<file path="config.mk">
export PLATFORM = sky130hd
export DESIGN_NAME = rr_queue_arbiter_flat
export DESIGN_NICKNAME = d
export VERILOG_FILES = /design/src/rtl/rr_queue_arbiter_pkg.sv /design/src/rtl/rr_queue_arbiter_if.sv /design/src/rtl/rr_queue_arbiter_rr_pick.sv /design/src/rtl/rr_queue_arbiter.sv /design/src/flat_wrapper.sv
export SDC_FILE = /design/constraint.sdc
export NUM_CORES = 1
export LEC_CHECK = 0
export BUFFER_PORTS_ARGS = -buffer_cell sky130_fd_sc_hd__buf_2
export CORE_ASPECT_RATIO = 0.7
export CORE_MARGIN = 10
export CORE_UTILIZATION = 41
export CTS_CLUSTER_DIAMETER = 80
export CTS_CLUSTER_SIZE = 20
export DETAILED_ROUTE_END_ITERATION = 16
export PLACE_DENSITY = 0.83
export SLEW_MARGIN = 40
export SYNTH_ARGS = -nofsm -noshare
export SYNTH_HDL_FRONTEND = slang
export SYNTH_SLANG_ARGS = --single-unit
</file>
<file path="constraint.sdc">
create_clock -name clk -period 4.2 [get_ports clk]
set_clock_uncertainty 0.1 [all_clocks]
set_input_delay 0.63 -clock clk [delete_from_list [all_inputs] [get_ports clk]]
set_output_delay 0.63 -clock clk [all_outputs]
set_load 0.02 [all_outputs]
</file>
<file path="src/rtl/rr_queue_arbiter_pkg.sv">
// Shared types, defaults and the reference round-robin scan for rr_queue_arbiter.
package rr_arb_pkg;

  localparam int N_DEFAULT = 4;
  localparam int W_DEFAULT = 8;
  localparam int MAX_N     = 8;
  localparam int IDX_MAX_W = 3;

  // Index fields are sized for the largest supported N; narrower builds use the low bits.
  typedef struct packed {
    logic [IDX_MAX_W-1:0] last_grant;
    logic                 locked;
    logic [IDX_MAX_W-1:0] lock_id;
  } arb_state_t;

  typedef struct packed {
    logic                 found;
    logic [IDX_MAX_W-1:0] idx;
  } pick_t;

  function automatic pick_t next_rr_idx(input logic [MAX_N-1:0]     valid_vec,
                                        input logic [IDX_MAX_W-1:0] last_grant,
                                        input int                   n);
    pick_t r;
    int    cand;
    r.found = 1'b0;
    r.idx   = IDX_MAX_W'((int'(last_grant) + 1) % n);
    for (int k = 1; k <= MAX_N; k++) begin
      cand = (int'(last_grant) + k) % n;
      if (k <= n && !r.found && valid_vec[cand[IDX_MAX_W-1:0]]) begin
        r.found = 1'b1;
        r.idx   = IDX_MAX_W'(cand);
      end
    end
    return r;
  endfunction

endpackage

</file>
<file path="src/rtl/rr_queue_arbiter_if.sv">
// Requester-side and queue-side handshake bundle of rr_queue_arbiter.
// io_hi_pri exists only when RR_QUEUE_ARBITER_PRIORITY_EN is defined.
interface rr_queue_arbiter_if
  import rr_arb_pkg::*;
#(
  parameter int N   = N_DEFAULT,
  parameter int W   = W_DEFAULT,
  parameter int IDW = $clog2(N)
);
  logic [N-1:0]   io_in_valid;
  logic [N-1:0]   io_in_ready;
  logic [N*W-1:0] io_in_bits;
  logic [N-1:0]   io_in_last;
  logic           io_out_valid;
  logic           io_out_ready;
  logic [W-1:0]   io_out_bits;
  logic           io_out_last;
  logic [IDW-1:0] io_chosen;
`ifdef RR_QUEUE_ARBITER_PRIORITY_EN
  logic [N-1:0]   io_hi_pri;
`endif

  modport master (
`ifdef RR_QUEUE_ARBITER_PRIORITY_EN
    input  io_hi_pri,
`endif
    input  io_in_valid, io_in_bits, io_in_last, io_out_ready,
    output io_in_ready, io_out_valid, io_out_bits, io_out_last, io_chosen
  );

  modport slave (
`ifdef RR_QUEUE_ARBITER_PRIORITY_EN
    output io_hi_pri,
`endif
    output io_in_valid, io_in_bits, io_in_last, io_out_ready,
    input  io_in_ready, io_out_valid, io_out_bits, io_out_last, io_chosen
  );
endinterface

</file>
<file path="src/rtl/rr_queue_arbiter_rr_pick.sv">
// Unlocked round-robin selection: rotate valids so last_grant+1 sits at bit 0,
// take the lowest set bit, then rotate the index back.
module rr_pick
  import rr_arb_pkg::*;
#(
  parameter int N   = N_DEFAULT,
  parameter int IDW = $clog2(N)
) (
  input  logic [N-1:0]   valid,
  input  logic [IDW-1:0] last_grant,
  output logic [IDW-1:0] idx
);
  logic [IDW-1:0] start;
  logic [2*N-1:0] shifted;
  logic [N-1:0]   rotated;
  logic [IDW-1:0] offset;
  logic [IDW:0]   sum;

  assign start   = (last_grant == IDW'(N - 1)) ? '0 : last_grant + IDW'(1);
  assign shifted = {valid, valid} >> start;

  for (genvar gi = 0; gi < N; gi++) begin : g_rot
    assign rotated[gi] = shifted[gi];
  end

  // With nothing valid the offset stays 0, so idx falls back to last_grant+1.
  always_comb begin
    offset = '0;
    for (int i = N - 1; i >= 0; i--) begin
      if (rotated[i]) offset = IDW'(i);
    end
    sum = {1'b0, start} + {1'b0, offset};
    if (sum >= (IDW + 1)'(N)) idx = IDW'(sum - (IDW + 1)'(N));
    else                      idx = IDW'(sum);
  end
endmodule

</file>
<file path="src/rtl/rr_queue_arbiter.sv">
// Round-robin arbiter with packet locking in front of a shared enqueue port.
// Define RR_QUEUE_ARBITER_PRIORITY_EN to add io_hi_pri override while unlocked.
module rr_queue_arbiter
  import rr_arb_pkg::*;
#(
  parameter int N   = N_DEFAULT,
  parameter int W   = W_DEFAULT,
  parameter int IDW = $clog2(N)
) (
  input  logic                clk,
  input  logic                reset,
  rr_queue_arbiter_if.master  bus
);
  arb_state_t     state_reg, state_next;
  logic [IDW-1:0] rr_idx;
  logic [IDW-1:0] unlocked_idx;
  logic [IDW-1:0] chosen;
  logic           fire;

  rr_pick #(.N(N), .IDW(IDW)) u_pick (
    .valid      (bus.io_in_valid),
    .last_grant (state_reg.last_grant[IDW-1:0]),
    .idx        (rr_idx)
  );

`ifdef RR_QUEUE_ARBITER_PRIORITY_EN
  pick_t hp_pick;
  logic  unused_hp_bits;
  // Scanning from N-1 makes the reference scan start at index 0, i.e. lowest index wins.
  assign hp_pick        = next_rr_idx(MAX_N'(bus.io_in_valid & bus.io_hi_pri), IDX_MAX_W'(N - 1), N);
  assign unlocked_idx   = hp_pick.found ? hp_pick.idx[IDW-1:0] : rr_idx;
  assign unused_hp_bits = ^hp_pick;
`else
  assign unlocked_idx = rr_idx;
`endif

  assign chosen           = state_reg.locked ? state_reg.lock_id[IDW-1:0] : unlocked_idx;
  assign bus.io_chosen    = chosen;
  assign bus.io_out_valid = bus.io_in_valid[chosen];
  assign bus.io_out_bits  = bus.io_in_bits[chosen*W +: W];
  assign bus.io_out_last  = bus.io_in_last[chosen];
  assign fire             = bus.io_out_valid && bus.io_out_ready;

  for (genvar gi = 0; gi < N; gi++) begin : g_ready
    assign bus.io_in_ready[gi] = bus.io_out_ready && (chosen == IDW'(gi));
  end

  always_comb begin
    state_next = state_reg;
    if (fire) begin
      state_next.last_grant = IDX_MAX_W'(chosen);
      if (bus.io_out_last) begin
        state_next.locked = 1'b0;
      end else begin
        state_next.locked  = 1'b1;
        state_next.lock_id = IDX_MAX_W'(chosen);
      end
    end
  end

  always_ff @(posedge clk) begin
    if (reset) begin
      state_reg.last_grant <= IDX_MAX_W'(N - 1);
      state_reg.locked     <= 1'b0;
      state_reg.lock_id    <= '0;
    end else begin
      state_reg <= state_next;
    end
  end

  // Upper index bits above IDW are never read in narrower builds.
  logic unused_state_bits;
  assign unused_state_bits = ^state_reg;
endmodule

</file>
<file path="src/flat_wrapper.sv">
// flat-port wrapper written by rule: the top's interface ports become plain ports
module rr_queue_arbiter_flat import rr_arb_pkg::*;
#(
  parameter int N   = N_DEFAULT,
  parameter int W   = W_DEFAULT,
  parameter int IDW = $clog2(N)
)
  (clk, reset, bus_io_in_valid, bus_io_in_bits, bus_io_in_last, bus_io_out_ready, bus_io_in_ready, bus_io_out_valid, bus_io_out_bits, bus_io_out_last, bus_io_chosen);
  rr_queue_arbiter_if #(.N(N), .W(W), .IDW(IDW)) bus_i ();
  input  logic clk;
  input  logic reset;
  input wire logic [$bits(bus_i.io_in_valid)-1:0] bus_io_in_valid;
  input wire logic [$bits(bus_i.io_in_bits)-1:0] bus_io_in_bits;
  input wire logic [$bits(bus_i.io_in_last)-1:0] bus_io_in_last;
  input wire logic [$bits(bus_i.io_out_ready)-1:0] bus_io_out_ready;
  output wire logic [$bits(bus_i.io_in_ready)-1:0] bus_io_in_ready;
  output wire logic [$bits(bus_i.io_out_valid)-1:0] bus_io_out_valid;
  output wire logic [$bits(bus_i.io_out_bits)-1:0] bus_io_out_bits;
  output wire logic [$bits(bus_i.io_out_last)-1:0] bus_io_out_last;
  output wire logic [$bits(bus_i.io_chosen)-1:0] bus_io_chosen;
  assign bus_i.io_in_valid = bus_io_in_valid;
  assign bus_i.io_in_bits = bus_io_in_bits;
  assign bus_i.io_in_last = bus_io_in_last;
  assign bus_i.io_out_ready = bus_io_out_ready;
  assign bus_io_in_ready = bus_i.io_in_ready;
  assign bus_io_out_valid = bus_i.io_out_valid;
  assign bus_io_out_bits = bus_i.io_out_bits;
  assign bus_io_out_last = bus_i.io_out_last;
  assign bus_io_chosen = bus_i.io_chosen;
  rr_queue_arbiter #(.N(N), .W(W), .IDW(IDW)) u_core (.clk(clk), .reset(reset), .bus(bus_i));
endmodule
</file>
==> results.toml <==
[status]
status = "finished clean"

[yosys]
synthTopCellsByArea = "nand2_1, dfxtp_1, a31oi_1"
synthesis.nets = 184
yosysSeqAreaShare = 0.117
dominantRegCellSynth = "dfxtp_1"
ys_ff_latch = 5
async_reset_ff_frac = 0
synthesis.area_sq_um = 852
yosysTopAreaCell = "nand2_1"
synthCells = 139
synth_edf_count = 0
synth_cell_type_count = 37
synth.avg_cell_area_sq_um = 6.13
yosysWarnings = 0
netlist.area_leader.share = 0.172

[cts]
path_clk_slew_ns = 0.04
cts_num_sinks = 5
cts-root-buf = "clkbuf_4"
clockBufferDepth = 2
cts_tree = "yes"
holdBufCountCts = 0
numCtsBuffers = 3
clock_latency_ns = 0.24
htree_levels = 1

[global_routing]
grt_pass1_wl_microns = 5110
grt_max_degree = 22
grt_pass1_vias = 1137
antenna_found_initial = 0
grt.overflow.total = 0
grt.total_usage = 0.142

[route]
wl_per_cell_microns = 15.3
drc = 0
firstDrtPassIters = 4
drtIter0Drc = 62
ant_nets = 0
vias_per_cell = 5.55
routed-via-count = 1215
routed_wl_microns = 3340

[worst_setup_path]
critPathLaunch = "u_core.state_reg[4]"
worstPathCellList = "ha_2, o21ai_1, a21oi_1, nor3_1, a21oi_1, ha_1, xnor2_2, nor2_1, a41o_1, a211o_1, inv_2, and3_1, a31oi_1, buf_2"
reg2reg_slack_ns = 0.95
critical_path_peak_fanout = 13
reg2reg_to = "u_core.state_reg[0]"
cp-endpoint = "bus_io_out_bits[5]"
crit_path_end_kind = "primary output"
cp_common_cell = "a21oi_1"
required_ns = 3.47
ff2ff_path_depth = 13
slowest_delay_ns = 0.38
arrival_ns = 3.25
start_kind = "flop"
reg2reg_from = "u_core.state_reg[4]"
critPathSlowestCell = "dfxtp_1"
path_class = "reg2out"

[power]
power_density_nw_per_um2 = 970
clockPowerShare = 0.047
p_int_uw = 476
seq_power_share = 0.075
p_sw_frac = 0.590
comb_power_share = 0.878
fin_total_pwr_uw = 1160
p_switching_uw = 685
p_leak_uw = 0.000643
ir_drop_v = 0.000435

[sta]
worstMarginPinSlew_ns = 0.486
hold_viol = 0
final_max_slew_viol_count = 0
max_freq_ghz = 0.251
fin_crit_ns = 3.98
setup_ws_ns = 0.217
slew-limit-headroom = 0.674
setup_viol = 0
finalCritPeriodShare = 0.948

[final_layout]
final_cell_mix = "buf_2, nand2_1, nor2_1"
antenna_cells = 0
drive_gt1_frac = 0.371
ff_latch_area_sq_um = 100
area_growth_pct = 40.4
num-fill-cells = 188
layout_commonest_cell = "buf_2"
largest_reg_flops = 5
post-route-util = 0.623
multi_input_area_sq_um = 688
fin_nets = 243

[floorplanning]
core_area_sq_um = 1920
die_w_microns = 74.5
initial_utilization = 0.444
io_pins = 59
dieHeight_microns = 58.1
rows = 13
die-area_sq_um = 4330

[place]
place.gp.congestion = 0.912
port_buffers = 58
hpwlAfterDp_microns = 2780
post-place-ws_ns = 0.195

[flow_run]
drv_cap = 0

[worst_hold_path]
hp-class = "reg2reg"
[through the flow]
stage	setup TNS, ns	std cells	hold slack, ns	area (sq um)
after CTS	0	219	0.395	1180
after floorplan	0	139	0.353	852
after global routing	-0.125	219	0.421	1200
after detailed placement	0	215	0.391	1150
final	0	219	0.395	1200
after global placement	0	215	0.379	1150
[worst min-delay path by stage]
stage / from / end / slack, ns / cells past startpoint
after global placement: u_core.state_reg[1] / u_core.state_reg[1] / 0.38 / 2
after CTS: u_core.state_reg[1] / u_core.state_reg[1] / 0.39 / 2
after global routing: u_core.state_reg[1] / u_core.state_reg[1] / 0.42 / 2
after floorplan: u_core.state_reg[1] / u_core.state_reg[1] / 0.35 / 2
final: u_core.state_reg[1] / u_core.state_reg[1] / 0.39 / 2
after detailed placement: u_core.state_reg[1] / u_core.state_reg[1] / 0.39 / 2
[power by group through the flow]
stage / Clock (uW) / Combinational [uW] / Sequential [uW]
after CTS: 57.5 / 1000 / 85.5
after global routing: 60.8 / 1100 / 89.0
final: 54.9 / 1020 / 86.8
after detailed placement: 0 / 1000 / 86.2
after global placement: 0 / 977 / 85.6
after floorplan: 0 / 738 / 81.0
[metal layers]
layer  share of wire  global-route usage  wire length, microns  up-vias
met5               0                   0                     0        -
met2            0.57               0.276                  1890       35
met1            0.38               0.154                  1270      569
met4           0.013              0.0323                    42        0
met3           0.042              0.0255                   141        6
li1                -                   -                     -      605
[synth_stat cells, types with 2 or more instances]
library cell   n
nand2b_1       3
ha_1           2
buf_6          2
o2bb2ai_1      2
nand3b_1       2
mux2i_1        2
nand2_1       39
o21ai_0        3
and3_1         9
dfxtp_1        5
nor2b_1        2
clkbuf_1       5
a31oi_1        9
inv_1          8
nor3_1         3
nor2_1        14
a21oi_1        9
[cell type report]
cell class	instances	share of cell area
Inverter	9	0.0282
Tap cell	22	0.0230
Multi-Input combinational cell	117	0.575
Clock buffer	4	0.0220
Timing Repair Buffer	62	0.268
Sequential cell	5	0.0837
[cells by family (layout without fill, tap and decap cells)]
family / after synthesis / count (layout) / synth area share
and+or+nand+nor: 76 / 76 / 0.410
AOI/OAI and AO/OA: 35 / 35 / 0.303
buffers and inverters: 17 / 75 / 0.0940
DFF: 5 / 5 / 0.117
muxes: 3 / 3 / 0.0367
adders and majority gates: 2 / 2 / 0.0294
xor gates and xnor gates: 1 / 1 / 0.0103
[critical path, delay by kind of cell, from the launching register on]
| family | cells | cell delay (ns) |
|---|---|---|
| AO/OA/AOI/OAI | 6 | 0.98 |
| adder cells (fa/ha/maj) | 2 | 0.59 |
| AND/OR/NAND/NOR | 3 | 0.48 |
| flip-flops | 1 | 0.38 |
| buffers and inverters | 2 | 0.33 |
| XOR/XNOR | 1 | 0.26 |
[repair_timing]
action                     CTS  global route
setup endpoints to repair    0            14
gates resized for setup      0             4
setup buffers                0             0
Note: power is estimated with default switching activity, not from simulation.
